[src/rtl/mem_loader_pkg.sv]
// Shared definitions for the program loader: state encoding, memory size
// default and word/byte geometry.
package mem_loader_pkg;

  typedef enum logic [2:0] {
    S_IDLE      = 3'd0,
    S_WAIT_WORD = 3'd1,
    S_WRITE     = 3'd2,
    S_DONE      = 3'd3,
    S_ERR       = 3'd4
  } state_t;

  localparam int MEM_BYTES_DEFAULT = 4096;
  localparam int WORD_BYTES        = 4;

  // Little-endian byte lane of a 32-bit word (lane 0 = bits 7:0).
  function automatic logic [7:0] word_byte(input logic [31:0] w, input logic [1:0] i);
    return w[{i, 3'b000} +: 8];
  endfunction

endpackage

[src/rtl/mem_loader.sv]
// Program loader: accepts 32-bit words over a valid/ready handshake and
// writes them byte by byte into processor memory, holding the processor in
// reset until the requested number of words has been written.
//
// state       | meaning
// ------------+--------------------------------------------------------
// S_IDLE      | after reset, waiting for Start
// S_WAIT_WORD | Word_ready high, waiting for the source to present a word
// S_WRITE     | emitting the 4 bytes of the latched word, one per cycle
// S_DONE      | load complete, processor released from reset
// S_ERR       | requested word count does not fit in memory
module mem_loader
  import mem_loader_pkg::*;
#(
  parameter int MEM_BYTES = MEM_BYTES_DEFAULT,
  parameter int ADDR_W    = 12,
  parameter int CNT_W     = 11
) (
  input  logic              Clk,
  input  logic              Reset,
  input  logic              Start,
  input  logic [CNT_W-1:0]  Num_words,
  input  logic              Word_valid,
  input  logic [31:0]       Word_data,
  output logic              Word_ready,
  output logic              Mem_we,
  output logic [ADDR_W-1:0] Mem_addr,
  output logic [7:0]        Mem_wdata,
  output logic              Cpu_reset,
  output logic              Done,
  output logic              Error,
  output logic [CNT_W-1:0]  Words_loaded
);

  localparam logic [CNT_W-1:0] MAX_WORDS = CNT_W'(MEM_BYTES / WORD_BYTES);

  state_t            state, state_n;
  logic [1:0]        idx, idx_n;
  logic [31:0]       word, word_n;
  logic [CNT_W-1:0]  num, num_n;
  logic [CNT_W-1:0]  wl_n;
  logic [ADDR_W-1:0] addr_n;
  logic [7:0]        wdata_n;

  // Next-state and next-output computation; outputs are registered from
  // the next state so every output is a flop.
  always_comb begin
    state_n = state;
    idx_n   = idx;
    word_n  = word;
    num_n   = num;
    wl_n    = Words_loaded;
    addr_n  = Mem_addr;
    wdata_n = Mem_wdata;
    case (state)
      S_IDLE, S_DONE, S_ERR: begin
        if (Start) begin
          num_n = Num_words;
          wl_n  = '0;
          idx_n = 2'd0;
          if (Num_words == '0)            state_n = S_DONE;
          else if (Num_words > MAX_WORDS) state_n = S_ERR;
          else                            state_n = S_WAIT_WORD;
        end
      end
      S_WAIT_WORD: begin
        // Word_ready is registered high in this state, so valid alone
        // completes the handshake.
        if (Word_valid) begin
          word_n  = Word_data;
          idx_n   = 2'd0;
          state_n = S_WRITE;
        end
      end
      S_WRITE: begin
        if (idx == 2'd3) begin
          wl_n    = Words_loaded + CNT_W'(1);
          state_n = (wl_n == num) ? S_DONE : S_WAIT_WORD;
        end else begin
          idx_n = idx + 2'd1;
        end
      end
      default: state_n = S_IDLE;
    endcase
    // Word count never exceeds MEM_BYTES/4 here, so the address cannot wrap.
    if (state_n == S_WRITE) begin
      addr_n  = {wl_n[ADDR_W-3:0], idx_n};
      wdata_n = word_byte(word_n, idx_n);
    end
  end

  // State and registered outputs; Reset aborts any write in progress.
  always_ff @(posedge Clk or posedge Reset) begin
    if (Reset) begin
      state        <= S_IDLE;
      idx          <= 2'd0;
      word         <= '0;
      num          <= '0;
      Words_loaded <= '0;
      Word_ready   <= 1'b0;
      Mem_we       <= 1'b0;
      Mem_addr     <= '0;
      Mem_wdata    <= '0;
      Cpu_reset    <= 1'b1;
      Done         <= 1'b0;
      Error        <= 1'b0;
    end else begin
      state        <= state_n;
      idx          <= idx_n;
      word         <= word_n;
      num          <= num_n;
      Words_loaded <= wl_n;
      Word_ready   <= (state_n == S_WAIT_WORD);
      Mem_we       <= (state_n == S_WRITE);
      Mem_addr     <= addr_n;
      Mem_wdata    <= wdata_n;
      Cpu_reset    <= (state_n != S_DONE);
      Done         <= (state_n == S_DONE);
      Error        <= (state_n == S_ERR);
    end
  end

endmodule
[config.mk]
export PLATFORM = sky130hd
export DESIGN_NAME = mem_loader
export DESIGN_NICKNAME = d
export VERILOG_FILES = /design/src/rtl/mem_loader_pkg.sv /design/src/rtl/mem_loader.sv
export SDC_FILE = /design/constraint.sdc
export NUM_CORES = 1
export LEC_CHECK = 0
export ABC_AREA = 0
export BUFFER_PORTS_ARGS = -buffer_cell sky130_fd_sc_hd__buf_2
export CORE_UTILIZATION = 50
export CTS_CLUSTER_SIZE = 25
export DETAILED_ROUTE_END_ITERATION = 7
export PLACE_DENSITY = 0.74
export SYNTH_ARGS = -nofsm -noshare
export SYNTH_HDL_FRONTEND = slang
export SYNTH_SLANG_ARGS = --single-unit
[constraint.sdc]
create_clock -name Clk -period 3.1 [get_ports Clk]
set_input_delay 0.155 -clock Clk [delete_from_list [all_inputs] [get_ports Clk]]
set_output_delay 0.155 -clock Clk [all_outputs]
set_load 0.1 [all_outputs]
==> results of run 1 <==
[report_power, final]
group          switching (mW)  total [mW]  internal [mW]
clock                   0.414       0.797          0.383
combinational            1.45        2.31          0.858
sequential              0.226        1.73           1.51
[per-stage QoR]
stage	util [%]	power [mW]	instance area [sq um]
2_1_floorplan	-	3.72	4100
3_3_place_gp	58.2	4.01	4540
3_5_place_dp	58.2	4.07	4540
4_1_cts	60.8	4.88	4750
5_1_grt	60.8	5.12	4750
6_report	60.8	4.84	4750
[area by class of cell]
| type | instances | area, sq um | share of cell area, % |
|---|---|---|---|
| Clock buffer | 9 | 124 | 2.61 |
| Multi-Input combinational cell | 214 | 1830 | 38.5 |
| Inverter | 7 | 27.5 | 0.580 |
| Clock inverter | 7 | 80.1 | 1.69 |
| Timing Repair Buffer | 88 | 455 | 9.59 |
| Sequential cell | 84 | 2100 | 44.3 |
| Tap cell | 102 | 128 | 2.69 |
[how the worst min path moves through the flow]
| stage | cells past startpoint | endpoint |
|---|---|---|
| final | 2 | word[29] |
| after global routing | 2 | word[27] |
| after CTS | 2 | word[29] |
| after detailed placement | 2 | num[7] |
| after global placement | 2 | num[8] |
| after floorplan | 1 | num[10] |
[cells in the final DEF (no fill, tap or decap), types with 9 or more instances in the layout]
cell      instances
nor2_1           10
clkbuf_8          9
buf_2            82
nand2_1          14
o21ai_0          15
mux2i_1          27
mux2_1           11
dfrtp_1          83
mux2_2           45
[cells by family (layout without fill, tap and decap cells)]
family | count (synthesis) | count (layout) | share of synthesized area (%)
fa+ha+maj | 1 | 1 | 0.305
flops | 84 | 84 | 51.3
buf+inv | 24 | 111 | 4.18
compound gates | 47 | 47 | 7.54
simple gates | 61 | 61 | 8.37
mux | 91 | 91 | 24.9
xor+xnor | 14 | 14 | 3.36
[sequential cells by signal, summed over array words and instances (netlist names)]
signal and flops:
Mem_wdata 8, state 3, Word_ready 1, word 32, Done 1, Cpu_reset 1, Error 1, Mem_we 1
idx 2, num 11, Mem_addr 12, Words_loaded 11
[metal layers]
| layer | part of all wire, % | wire length, um | global-route usage (%) |
|---|---|---|---|
| met5 | 0 | 0 | 0 |
| met4 | 2.0 | 161 | 7.68 |
| met3 | 4.0 | 326 | 4.52 |
| met2 | 50 | 4050 | 31.7 |
| met1 | 45 | 3640 | 28.7 |
==> impl_metrics.yaml, run 1 <==
run_status:
  outcome: "finished clean"
logic_synthesis:
  yosys_most_used_dff: "dfrtp_1"
  seq_area_frac_synth_pct: 51.3
  syn_inst: 322
  syn_nets: 370
  yosys-top-cells-area: "dfrtp_1 51%, mux2_2 12%, mux2i_1 6.6%"
  synth_enable_flop_cells: 0
  yosysMostFrequentCell: "dfrtp_1"
  synth_top_area_cell: "dfrtp_1"
  synth_common_cells: "83 x dfrtp_1, 45 x mux2_2, 27 x mux2i_1, 16 x o21ai_0, 14 x nand2_1"
  mappedNetlistArea_sq_um: 4100
  ys_warn_count: 0
  ys_ff_latch: 84
  synth_top_cell_area_share_pct: 50.7
  async_flop_share_pct: 100
  synth_area_per_cell_sq_um: 12.7
  ys_types: 55
finish:
  num_antenna_cells: 0
  drive_gt1_share_pct: 40.8
  fin_nets: 452
  nFillCells: 635
  syn_to_final_growth_pct: 15.8
  layoutNonFillerInstCount: 511
cts:
  htreeDepth: 3
  cts_tree: "built"
  ctsResizeCount: 0
  clock_path_buffers: 2
  numClockSinks: 84
  hold_buffers: 0
  cts-root-buf: "clkbuf_8"
  clk_pin_slew_ps: 100
  numCtsBuffers: 9
  postCtsSetupRepairBufs: 0
  clk_latency_ps: 360
worst_setup_path:
  path_buf_inv: 1
  cp_num_cells: 7
  reg2reg_to: "Mem_addr[11]"
  crit_start: "state[2]"
  critPathKind: "reg -> reg"
  crit_chain: "nand2b_1, nor2_1, o21ai_2, o32a_1, a21oi_2, buf_4, mux2_1"
  cp_max_fo: 17
  regToRegStartpoint: "state[2]"
  crit_required_ps: 3340
  cp-endpoint: "Mem_addr[11]"
  cp.arrival_ps: 2750
  crit_slowest_cell: "dfrtp_1"
  critPathLaunchType: "register"
  max_stage_delay_ps: 490
  cp-end-kind: "register"
  reg2regPathDepth: 7
  critical-path-top-delay-family: "compound AO/OA/AOI/OAI gates"
  reg2reg_slack_ps: 580
sta:
  hold_slack_ps: 35.5
  fin_skew_ps: 10.6
  worst_pin_slew_ps: 1040
  finalWorstSetupSlack_ps: 585
  clock.fmax_ghz: 0.398
  period_share_pct: 81.1
  rsz0062_at_grt: "false"
  finalCriticalPeriod_ps: 2520
  setup_tns_ps: 0
  finalMaxSlewViolations: 0
  setup_viol: 0
  slew_headroom_pct: 30.9
  final-hold-violation-count: 0
power:
  ir_worst_vdd_mv: 0.739
  p_per_area_nw_per_um2: 1020
  p_leak_nw: 2.38
min_path:
  min_path_type: "in -> reg"
  hold_start: "Word_data[29]"
route:
  num_vias: 2759
  finalWirelength_um: 8190
  drt.antenna.violating_nets: 0
  wl_per_cell_um: 16.0
  viasPerCell: 5.40
  drtPass1Iterations: 4
  route.detailed.drc: 0
  drt_iter0_markers: 140
die:
  io_pins: 83
  rows: 32
  die_h_um: 92.5
  dieWidth_um: 92.5
  core_sq_um: 7810
  start_util_pct: 52.5
  die_area_sq_um: 8560
global_routing:
  grt_usage_pct: 20.6
  grt_max_degree: 85
  overflow: 0
  grt_antenna_before_repair: 0
  grt_pass1_vias: 2747
  grt_pass1_wl_um: 13700
placement:
  io_buffers: 82
  dp.cells: 495
  place.gp.congestion: 0.891
  post-dp-hpwl_um: 5800
  dp_slack_ps: 622
run:
  maxCapViolCount: 0
Power figures use the tool's default switching activity.
==> inputs of run 2 (changes only) <==
--- a/config.mk
+++ b/config.mk
@@ -5,12 +5,12 @@
 export SDC_FILE = /design/constraint.sdc
 export NUM_CORES = 1
 export LEC_CHECK = 0
-export ABC_AREA = 0
+export ABC_AREA = 1
 export BUFFER_PORTS_ARGS = -buffer_cell sky130_fd_sc_hd__buf_2
 export CORE_UTILIZATION = 50
 export CTS_CLUSTER_SIZE = 25
 export DETAILED_ROUTE_END_ITERATION = 7
-export PLACE_DENSITY = 0.74
+export PLACE_DENSITY = 0.73
 export SYNTH_ARGS = -nofsm -noshare
 export SYNTH_HDL_FRONTEND = slang
 export SYNTH_SLANG_ARGS = --single-unit
==> constraint.sdc (replaced) <==
create_clock -name Clk -period 2.5 [get_ports Clk]
set_input_delay 0.125 -clock Clk [delete_from_list [all_inputs] [get_ports Clk]]
set_output_delay 0.125 -clock Clk [all_outputs]
set_load 0.1 [all_outputs]
==> run 2 against run 1 <==
  * Clock power is 42% higher
  * Global-route usage is 4.9 points higher
  * Fmax is 15% higher
  * Wire length is 28% higher
  * Register-to-register slack worse by 270 ps
  * Via count is 40% higher
  * Non-clock buffer count is 9 higher
  * Worst setup slack worse by 270 ps
  * Sequential power is 20% higher
  * Hold slack worse by 33 ps
  * Power is 26% higher
  * Die area is 5.6% higher
  * Critical path type unchanged
  * Critical endpoint is now Mem_addr[6]
  * Largest power group unchanged
==> impl_metrics.yaml, run 2 <==
global_routing:
  grt_use_met2_pct: 43.3
  grt_max_degree: 65
  use_met3_pct: 4.63
  overflow: 0
  busiest_layer: "met2"
  grt_antenna_before_repair: 0
  met1_usage_pct: 33.5
  grt_usage_pct: 25.5
  grt_pass1_vias: 3856
  grt_pass1_wl_um: 17800
sta:
  clock.fmax_ghz: 0.458
  setup_tns_ps: 0
  final-hold-violation-count: 0
  period_share_pct: 87.4
  setup_viol: 0
  finalWorstSetupSlack_ps: 316
  rsz0062_at_grt: "false"
  worst_pin_slew_ps: 627
  finalMaxSlewViolations: 0
  finalCriticalPeriod_ps: 2180
  slew_headroom_pct: 58.2
  fin_skew_ps: 13.1
  hold_slack_ps: 2.43
logic_synthesis:
  yosys_most_used_dff: "dfrtp_1"
  mappedNetlistArea_sq_um: 4330
  ys_types: 32
  yosysMostFrequentCell: "nand2_1"
  async_flop_share_pct: 100
  syn_nets: 610
  synth_common_cells: "137 x nand2_1, 105 x inv_1, 83 x dfrtp_1, 82 x nand3_1, 43 x nor2_1"
  ys_warn_count: 0
  syn_inst: 562
  seq_area_frac_synth_pct: 48.5
  synth_top_cell_area_share_pct: 47.9
  synth_area_per_cell_sq_um: 7.71
  ys_ff_latch: 84
  synth_enable_flop_cells: 0
  yosys-top-cells-area: "dfrtp_1 48%, nand2_1 12%, nand3_1 9.5%"
  synth_top_area_cell: "dfrtp_1"
finish:
  fin_nets: 701
  top_regs: "word x32, Mem_addr x12"
  nFillCells: 739
  drive_gt1_share_pct: 22.0
  final_common_cell: "nand2_1"
  layoutNonFillerInstCount: 763
  finalInstanceArea_sq_um: 5150
  syn_to_final_growth_pct: 18.8
  final_cell_mix: "137 x nand2_1, 104 x inv_1, 82 x nand3_1, 82 x buf_2, 81 x dfrtp_1"
  largest-register: "word"
  largest_reg_flops: 32
  fin_util_pct: 62.0
  num_antenna_cells: 0
placement:
  io_buffers: 82
  post-dp-hpwl_um: 7880
  dp_slack_ps: 256
  place.gp.congestion: 0.889
  place_area_sq_um: 4850
  dp.cells: 741
cts:
  numClockSinks: 84
  clk_latency_ps: 360
  numCtsBuffers: 9
  cts_tree: "built"
  clk_pin_slew_ps: 100
  htreeDepth: 3
  cts-root-buf: "clkbuf_8"
  clock_path_buffers: 2
route:
  viasPerCell: 5.07
  wl_per_cell_um: 13.7
  route.detailed.drc: 0
  drt_iter0_markers: 209
  finalWirelength_um: 10500
  drtPass1Iterations: 4
  drt.antenna.violating_nets: 0
  num_vias: 3866
worst_setup_path:
  crit_chain: "ha_1, nand2_2, nor2_4, nand3_1, nand2_1, nor2_1, nor2_1, nand2_1, nor2_1, nand2_1, nand2_2, buf_4, nand3_1, nand2_1"
  reg2reg_slack_ps: 320
  cpMostUsedCell: "nand2_1"
  max_stage_delay_ps: 420
  cp.arrival_ps: 2480
  critical-path-top-delay-family: "simple AND/OR/NAND/NOR gates"
  cp-end-kind: "register"
  crit_required_ps: 2790
  crit_slowest_cell: "dfrtp_2"
  cp_max_fo: 16
  critPathKind: "reg -> reg"
  critPathLaunchType: "register"
  path_buf_inv: 1
power:
  finalPower_mw: 6.09
  ir_worst_vdd_mv: 1.00
  p_per_area_nw_per_um2: 1180
  p_leak_nw: 2.83
min_path:
  min_path_type: "in -> reg"
die:
  start_util_pct: 52.2
  die_h_um: 95.1
  die_area_sq_um: 9040
  core_sq_um: 8300
  rows: 33
  io_pins: 83
  dieWidth_um: 95.1
run:
  maxCapViolCount: 0
run_status:
  outcome: "finished clean"
==> run 2: cell families after synthesis <==
| logic type | count (synthesis) | synth area share (%) |
|---|---|---|
| AND/OR/NAND/NOR | 283 | 28.9 |
| buffers and inverters | 126 | 12.3 |
| flip-flops | 84 | 48.5 |
| AO/OA/AOI/OAI | 66 | 9.27 |
| XOR/XNOR | 2 | 0.722 |
| adder cells (fa/ha/maj) | 1 | 0.289 |
==> run 2: final cells by class <==
| class | count | area (sq um) | share of cell area (%) |
|---|---|---|---|
| well taps | 105 | 131 | 2.55 |
| clock inverters | 5 | 83.8 | 1.63 |
| inverters | 109 | 410 | 7.97 |
| clock buffers | 11 | 151 | 2.94 |
| multi-input cells | 352 | 1700 | 33.1 |
| flip-flops and latches | 84 | 2110 | 40.9 |
| repair buffers | 97 | 563 | 10.9 |
==> run 2: worst paths after layout <==
check / endpoint / start / depth (start not counted)
max reg2reg: Mem_addr[6] / Words_loaded[0] / 14
min in group asynchronous: word[14] / Reset / 3
min: word[2] / Word_data[2] / 3
max: Mem_addr[6] / Words_loaded[0] / 14
max in group asynchronous: Words_loaded[1] / Reset / 4
min reg2reg: Mem_addr[10] / Mem_addr[10] / 2
==> run 2: worst min-delay path, cell delays in order <==
cell and delay [ps]:
buf_2 90, inv_1 50, a21oi_2 50
==> run 2: layer usage <==
metal | vias to the layer above | part of all wire [%]
met5 | - | 0
li1 | 1929 | -
met2 | 98 | 49
met4 | 0 | 1.3
met1 | 1826 | 44
met3 | 13 | 5.1
==> run 2: report_power, final <==
part	switching (mW)	total [mW]	internal, mW
registers	0.242	2.08	1.84
clock network	0.515	1.13	0.620
logic	2.14	2.87	0.730
total	2.90	6.09	3.19
==> run 2: timing repair <==
| item | CTS | global route |
|---|---|---|
| endpoints found under the hold margin | 38 | 0 |
| setup buffers | 0 | 0 |
| setup endpoints to repair | 0 | 2 |
| hold buffers | 6 | 0 |
| gates resized for setup | 0 | 1 |
